## config.mk

```make
export PLATFORM = sky130hd
export DESIGN_NAME = cnt_up_flat
export DESIGN_NICKNAME = d
export VERILOG_FILES = /design/src/rtl/cnt_up_if.sv /design/src/rtl/cnt_up.sv /design/src/flat_wrapper.sv
export SDC_FILE = /design/constraint.sdc
export NUM_CORES = 1
export LEC_CHECK = 0
export CAP_MARGIN = 40
export CORE_MARGIN = 2
export CORE_UTILIZATION = 35
export CTS_CLUSTER_SIZE = 20
export DETAILED_ROUTE_END_ITERATION = 12
export PLACE_DENSITY = 0.71
export SLEW_MARGIN = 0
export SYNTH_ARGS = -nofsm -noshare
export SYNTH_HDL_FRONTEND = slang
export SYNTH_SLANG_ARGS = --single-unit
```

## constraint.sdc

```tcl
create_clock -name clk_ -period 1.3 [get_ports clk_]
set_input_delay 0.195 -clock clk_ [delete_from_list [all_inputs] [get_ports clk_]]
set_output_delay 0.195 -clock clk_ [all_outputs]
set_load 0.02 [all_outputs]
```

## src/rtl/cnt_up_if.sv

```systemverilog
// Control/data bundle for the cnt_up counter: load/enable controls, load value, and count output.
interface cnt_up_if #(
  parameter int SIZE_ = 8
);
  logic             en_;
  logic             load_cnt_;
  logic [SIZE_-1:0] d_;
  logic [SIZE_-1:0] q_;

  // The controller drives the controls; the counter returns its registered count.
  modport master (output en_, output load_cnt_, output d_, input q_);
  modport slave  (input en_, input load_cnt_, input d_, output q_);
endinterface

```

## src/rtl/cnt_up.sv

```systemverilog
// Synchronous up-counter with parallel load, used as the factorial iteration/index counter.
// Priority at each edge: reset, then load, then increment (wrapping), else hold.
module cnt_up #(
  parameter int SIZE_ = 8
) (
  input  logic     clk_,
  input  logic     rst_,
  cnt_up_if.slave  bus_
);

  logic [SIZE_-1:0] q_q;
  logic [SIZE_-1:0] q_d;

  always_comb begin
    q_d = q_q;
    if (bus_.load_cnt_) begin
      q_d = bus_.d_;
    end else if (bus_.en_) begin
      q_d = q_q + 1'b1;
    end
  end

  always_ff @(posedge clk_) begin
    if (rst_) begin
      q_q <= '0;
    end else begin
      q_q <= q_d;
    end
  end

  // The output comes straight from the register, so downstream compare logic sees no input path.
  assign bus_.q_ = q_q;

endmodule

```

## src/flat_wrapper.sv

```systemverilog
// flat-port wrapper written by rule: the top's interface ports become plain ports
module cnt_up_flat 
#(
  parameter int SIZE_ = 8
)
  (clk_, rst_, bus__en_, bus__load_cnt_, bus__d_, bus__q_);
  cnt_up_if #(.SIZE_(SIZE_)) bus__i ();
  input  logic clk_;
  input  logic rst_;
  input wire logic [$bits(bus__i.en_)-1:0] bus__en_;
  input wire logic [$bits(bus__i.load_cnt_)-1:0] bus__load_cnt_;
  input wire logic [$bits(bus__i.d_)-1:0] bus__d_;
  output wire logic [$bits(bus__i.q_)-1:0] bus__q_;
  assign bus__i.en_ = bus__en_;
  assign bus__i.load_cnt_ = bus__load_cnt_;
  assign bus__i.d_ = bus__d_;
  assign bus__q_ = bus__i.q_;
  cnt_up #(.SIZE_(SIZE_)) u_core (.clk_(clk_), .rst_(rst_), .bus_(bus__i));
endmodule
```

==> results.py <==
metrics = {
    "run_status": {
        "status": "complete, no violations",
    },
    "grt": {
        "grt_util_all_layers_pct": 14.5,
        "overflow": 0,
        "antenna_found_initial": 0,
        "grt_pass1_vias": 399,
        "grt_pass1_wl_um": 1580,
        "grt_max_degree": 11,
    },
    "sta": {
        "slew-limit-headroom_pct": 83.6,
        "hold_violations": 0,
        "fin_skew_ns": 0.000461,
        "finalCriticalPeriod_ns": 1.21,
        "post-route-period-util_pct": 92.8,
        "maxSlewViolCount": 0,
        "worst_slew_pin_slew_ns": 0.246,
        "rsz0062_at_grt": "false",
        "setup_viol": 0,
        "fmax_ghz": 0.829,
    },
    "synth": {
        "synth-warning-count": 0,
        "synth_cell_types": 22,
        "synth.most_common_cell": "dfxtp_1",
        "seq_area_frac_synth_pct": 34.5,
        "synth_edf_count": 0,
        "synth_cells": 53,
        "synthTopCellsByCount": "dfxtp_1 (8), nor2_1 (5), o211ai_1 (4), xor2_1 (4)",
        "synth_top_area_cell": "dfxtp_1",
        "synth_area_um2": 464,
        "synth_top_area_share_pct": 34.5,
        "async_reset_ff_share_pct": 0,
        "ys.flop_type": "dfxtp_1",
        "ys_ff_latch": 8,
        "syn-num-nets": 66,
        "syn_area_per_cell_um2": 8.76,
        "synth_area_leaders": "dfxtp_1 (35%), xor2_1 (7.5%), o211ai_1 (6.5%), a211oi_1 (4.9%), nor3b_1 (4.9%)",
    },
    "die": {
        "core_mm2": 0.00127,
        "die_w_um": 40.4,
        "num_rows": 13,
        "io_pins": 20,
        "die_h_um": 40.4,
        "die-area_mm2": 0.00163,
        "initial_utilization_pct": 36.6,
    },
    "routing": {
        "routed_wl_um": 1010,
        "vias": 478,
        "ant_nets": 0,
        "drc": 0,
        "wl_per_cell_um": 11.1,
        "vias_per_cell": 5.25,
        "first_pass_iters": 2,
        "drt_iter0_drc": 5,
    },
    "worst_setup_path": {
        "critical_path.max_stage_delay_ns": 0.52,
        "critPathArrivalTime_ns": 1.38,
        "crit_path_cell_trace": "nand3_1 > or4_1 > o211ai_1",
        "crit_buf_inv": 0,
        "critPathCaptureType": "flip-flop",
        "critPathTopFamily": "simple AND/OR/NAND/NOR gates",
        "startpoint_type": "flip-flop",
        "path_class": "flip-flop to flip-flop",
        "slowest_stage": "or4_1",
        "cp_data_required_time_ns": 1.47,
        "cp_max_fo": 6,
    },
    "power": {
        "power.density_mw_per_mm2": 895,
        "p_leak_nw": 0.290,
        "ir_worst_vdd_v": 0.000373,
        "total_power_mw": 0.620,
    },
    "clock_tree": {
        "clockBufferDepth": 2,
        "ctsHtreeMaxLevel": 1,
        "cts-buffers-inserted": 3,
        "worstSkewPairLatency_ns": 0.24,
        "cts_setup_buffers": 0,
        "clk_pin_slew_ns": 0.05,
        "cts.sinks": 8,
        "cts_tree": "yes",
        "cts_root_buffer": "clkbuf_4",
    },
    "final_layout": {
        "drive_gt1_share_pct": 14.5,
        "fillers": 126,
        "antennaDiodeCount": 0,
        "area_delta_synth_final_pct": 49.3,
        "nNetsFinal": 91,
        "seq_area_um2": 164,
        "largest_register_ffs": 8,
        "finish.utilization_pct": 54.6,
        "fin_cells": 91,
        "multi_input_area_um2": 274,
    },
    "job": {
        "max-cap-violations": 0,
    },
    "placement": {
        "hpwl_um": 802,
        "routabilityCongestion": 0.730,
        "placed_cells": 88,
        "io_buffer_count": 19,
    },
    "min_path": {
        "hold_path_class": "input port to flip-flop",
    },
}
## worst register-to-register path: stages (launching register included)
cell      delay [ns]
dfxtp_2         0.37
nand3_1         0.15
or4_1           0.53
o211ai_1        0.09
## stage by stage
step	hold slack [ns]	worst slack, ns	setup TNS [ns]	instance area (µm²)
2_1_floorplan	0.342	-0.00364	-0.00364	468
3_3_place_gp	0.533	-0.362	-1.32	684
3_5_place_dp	0.533	-0.376	-1.32	684
4_1_cts	0.417	0.0881	0	693
5_1_grt	0.420	0.0204	0	693
6_report	0.418	0.0938	0	693
## repair_timing
action / in CTS / in global routing
resized for setup: 11 / 0
setup endpoints to repair: 10 / 0
hold buffers: 0 / 0
## path summary, 6_finish.rpt
path                            depth (start not counted)  slack (ns)               from                 to
worst min register to register                          2        0.54  u_core.bus_.q_[7]  u_core.bus_.q_[7]
worst max register to register                          3        0.09  u_core.bus_.q_[2]  u_core.bus_.q_[7]
worst min-delay path                                    3        0.42               rst_  u_core.bus_.q_[1]
worst max-delay path                                    3        0.09  u_core.bus_.q_[2]  u_core.bus_.q_[7]
## logic make-up (layout without fill, tap and decap cells)
group,Yosys count,after routing,share of synthesized area [%]
buffers and inverters,5,28,6.47
XOR/XNOR,4,4,7.55
AND/OR/NAND/NOR,20,20,24.0
multiplexers,3,3,6.74
AO/OA/AOI/OAI,12,12,18.1
adder cells (fa/ha/maj),1,1,2.69
flip-flops,8,8,34.5
## where the power goes
group	switching [mW]	internal, mW
Sequential	0.0207	0.265
Clock	0.0803	0.105
Combinational	0.0692	0.0792
Total	0.170	0.450
## area by class of cell
class / instances / area share, %
Sequential cell: 8 / 23.6
Inverter: 2 / 1.08
Multi-Input combinational cell: 40 / 39.5
Tap cell: 15 / 2.71
Timing Repair Buffer: 23 / 29.8
Clock buffer: 3 / 3.25
## placed cells by master (no fill, tap or decap)
cell type	instances
mux2i_1	2
a21oi_1	3
clkbuf_4	3
o21a_1	1
buf_4	4
o211ai_1	4
or4_1	2
or3b_1	1
nand3_1	3
xor2_1	4
nor2_1	5
inv_1	2
clkdlybuf4s50_1	8
a211oi_1	3
dlygate4sd2_1	11
nor3b_1	3
nand2_1	2
dfxtp_1	5
o31a_1	1
dfxtp_2	3
nor3_1	1
nand4_1	3
ha_1	1
mux2_2	1
## per-layer routing
layer | GRT usage [%] | vias up | wire, µm
li1 | - | 247 | -
met1 | 16.4 | 216 | 430
met2 | 25.0 | 13 | 507
met3 | 3.33 | 2 | 51
met4 | 7.50 | 0 | 19
met5 | 0 | - | 0
(Power assumes the default switching activity.)
==> edit, RTL diff (config.mk and constraints unchanged) <==
`SIZE_` is set to 8 in 3 places; all go to 16.
--- a/src/rtl/cnt_up_if.sv
+++ b/src/rtl/cnt_up_if.sv
@@ -1,6 +1,6 @@
 // Control/data bundle for the cnt_up counter: load/enable controls, load value, and count output.
 interface cnt_up_if #(
-  parameter int SIZE_ = 8
+  parameter int SIZE_ = 16
 );
   logic             en_;
   logic             load_cnt_;
--- a/src/rtl/cnt_up.sv
+++ b/src/rtl/cnt_up.sv
@@ -1,7 +1,7 @@
 // Synchronous up-counter with parallel load, used as the factorial iteration/index counter.
 // Priority at each edge: reset, then load, then increment (wrapping), else hold.
 module cnt_up #(
-  parameter int SIZE_ = 8
+  parameter int SIZE_ = 16
 ) (
   input  logic     clk_,
   input  logic     rst_,
--- a/src/flat_wrapper.sv
+++ b/src/flat_wrapper.sv
@@ -1,7 +1,7 @@
 // flat-port wrapper written by rule: the top's interface ports become plain ports
 module cnt_up_flat 
 #(
-  parameter int SIZE_ = 8
+  parameter int SIZE_ = 16
 )
   (clk_, rst_, bus__en_, bus__load_cnt_, bus__d_, bus__q_);
   cnt_up_if #(.SIZE_(SIZE_)) bus__i ();
Interface: changed (resized bus__d_ and bus__q_); port bits go from 20 to 36. The function was not compared with the original's and may differ.
==> edit against the original RTL <==
The flow now finishes with violations (setup timing). Sequential cell count is 8 higher. Wire length increased to 2.6 times the old value. Global-route usage rose by 1.8 points. Final area is 120% higher. Utilization rose by 2.3 points. Worst setup slack got worse by 0.15 ns. Total power is 95% higher. Synthesized area is 110% higher. Critical path depth rose by 2. Critical path type unchanged.
==> edit: results (changes against the original RTL) <==
STATUS='complete, but fails checks'  # was completed
VIOLATIONS='setup timing'
VIA_COUNT=969  # was 478
REG_TO_REG_CRITICAL_PATH_ENDPOINT='u_core.bus_.q_[10]'  # was u_core.bus_.q_[7]
FIRSTDRTPASSITERS=4  # was 2
CELLLEAKAGEPOWER_nW=0.720  # was 0.290 nW
YOSYSSEQAREASHARE_PCT=32.5  # was 34.5%
VIAS_IN_THE_FIRST_GLOBAL_ROUTE=951  # was 399
HOLD_PATH_END='u_core.bus_.q_[5]'  # was u_core.bus_.q_[1]
GRT_MAX_DEGREE=21  # was 11
SWITCHING_SHARE_PCT=29.3  # was 27.4%
R2R_STARTPOINT='u_core.bus_.q_[2]'  # unchanged
YOSYSWARNINGS=0  # unchanged
NETLIST-CELL-TYPE-COUNT=21  # was 22
FIN_HOLD_WS_NS=0.495  # was 0.418 ns
POST_DRT_WL_PER_CELL_UM=13.8  # was 11.1 µm
MAX_SLEW.WORST_PIN.SLEW_NS=0.270  # was 0.246 ns
ARRIVAL_NS=1.56  # was 1.38 ns
HTREE_NUM_LEVELS=1  # unchanged
LAYOUT-DRIVE-GT1-SHARE_PCT=30.6  # was 14.5%
LAYOUT_SETUP_WS_NS=-0.0581  # was 0.0938 ns
DPL_WORST_SLACK_NS=-0.453  # was -0.376 ns
CLOCK_INSERTION_DELAY_WORST_SKEW_NS=0.29  # was 0.24 ns
DP.CELLS=184  # was 88
FIN_SKEW_NS=0.0101  # was 0.000461 ns
ROUTE.FINAL.WIRE_LENGTH_MM=2.63  # was 1.01 mm
POWER.IR.VDD_WORST_mV=0.760  # was 0.373 mV
SYNTH_TOP_CELLS_BY_COUNT='dfxtp_1 (16), a21oi_1 (13), inv_1 (13)'  # was dfxtp_1 (8), nor2_1 (5), o211ai_1 (4), xor2_1 (4)
SYN-NUM-NETS=133  # was 66
GRT_PASS1_WL_MM=4.24  # was 1.58 mm
SYNTHTOLAYOUTAREAGROWTH_PCT=56.7  # was 49.3%
BUFFER_PORTS.INSERTED=35  # was 19
SYN-INSTANCE-COUNT=112  # was 53
DETAILEDROUTE.FIRSTITERATIONVIOLATIONS=19  # was 5
RR_WORST_DEPTH=5  # was 3
TOTAL_NEGATIVE_SLACK_FOR_SETUP_CHECKS_NS=-0.0884  # was 0 ns
WORST_HOLD_STARTPOINT='bus__d_[5]'  # was rst_
NUMBER_OF_FLIP_FLOPS_IN_THE_LARGEST_REGISTER=16  # was 8
ROUTABILITYCONGESTION=0.707  # was 0.730
TIMING.FINAL.SETUP_VIOLATIONS=3  # was 0
SYNTH.AREA.TOP_CELLS='dfxtp_1 (33%), xor2_1 (8.0%), o21a_1 (7.6%)'  # was dfxtp_1 (35%), xor2_1 (7.5%), o211ai_1 (6.5%)
GRT_UTIL_ALL_LAYERS_PCT=16.4  # was 14.5%
CLK_TRANSITION_REPORTED_PATHS_NS=0.10  # was 0.05 ns
TIMING.HOLD.WORST.CLASS='in -> reg'  # unchanged
HPWLAFTERDP_MM=1.91  # was 802 µm
[edit: power groups by stage]
stage,Combinational [mW],Sequential (mW),Clock [mW]
floorplan,0.107,0.619,0
global placement,0.319,0.577,0
detailed placement,0.331,0.578,0
CTS,0.311,0.569,0.350
global route,0.334,0.574,0.372
finish,0.310,0.568,0.335
[edit: critical path, cell delays in order, from the launching register on]
cell and delay, ns:
dfxtp_4 0.39, nand4_4 0.19, buf_6 0.18, nor4_4 0.24
xor2_1 0.10, o21a_1 0.17
[edit: cell type report]
type / count / area [µm²]
fillers: 266 / 1170
inverters: 13 / 48.8
well taps: 31 / 38.8
flip-flops and latches: 16 / 352
clock buffers: 4 / 36.3
repair buffers: 50 / 455
multi-input cells: 77 / 612
[edit: metrics by stage]
| step | instance area, µm² | power [mW] |
|---|---|---|
| global route | 1540 | 1.28 |
| finish | 1540 | 1.21 |
| floorplan | 1020 | 0.726 |
| global placement | 1470 | 0.896 |
| detailed placement | 1470 | 0.909 |
| CTS | 1510 | 1.23 |
[edit: what timing repair did]
item	4_1_cts	5_1_grt
endpoints found under the setup margin	26	14
gates cloned	1	0
pin swaps	1	7
buffers inserted	0	2
resized for setup	22	12
[edit: cells by family (layout without fill, tap and decap cells)]
kind of cell	count (synthesis)	after routing	synth area share, %
and+or+nand+nor	32	33	25.0
buffers and inverters	20	67	9.15
AOI/OAI and AO/OA	25	25	15.5
adders and majority gates	1	1	1.27
muxes	4	4	4.07
DFF	16	16	32.5
xor gates and xnor gates	14	14	12.5
[edit: layer usage]
| layer | vias to the layer above | wire length [µm] | track usage, % |
|---|---|---|---|
| li1 | 485 | - | - |
| met1 | 461 | 1070 | 18.7 |
| met2 | 23 | 1440 | 30.4 |
| met3 | 0 | 116 | 4.76 |
| met4 | 0 | 0 | 2.99 |
| met5 | - | 0 | 0 |
[edit: worst max path at each step]
stage / from / to / slack [ns] / cells after the start
floorplan: u_core.bus_.q_[0] / u_core.bus_.q_[10] / 0.0002 / 5
global placement: bus__en_ / u_core.bus_.q_[11] / -0.41 / 5
detailed placement: bus__en_ / u_core.bus_.q_[11] / -0.45 / 5
CTS: u_core.bus_.q_[1] / u_core.bus_.q_[10] / -0.04 / 5
global route: u_core.bus_.q_[2] / u_core.bus_.q_[10] / -0.13 / 5
finish: u_core.bus_.q_[2] / u_core.bus_.q_[10] / -0.06 / 5
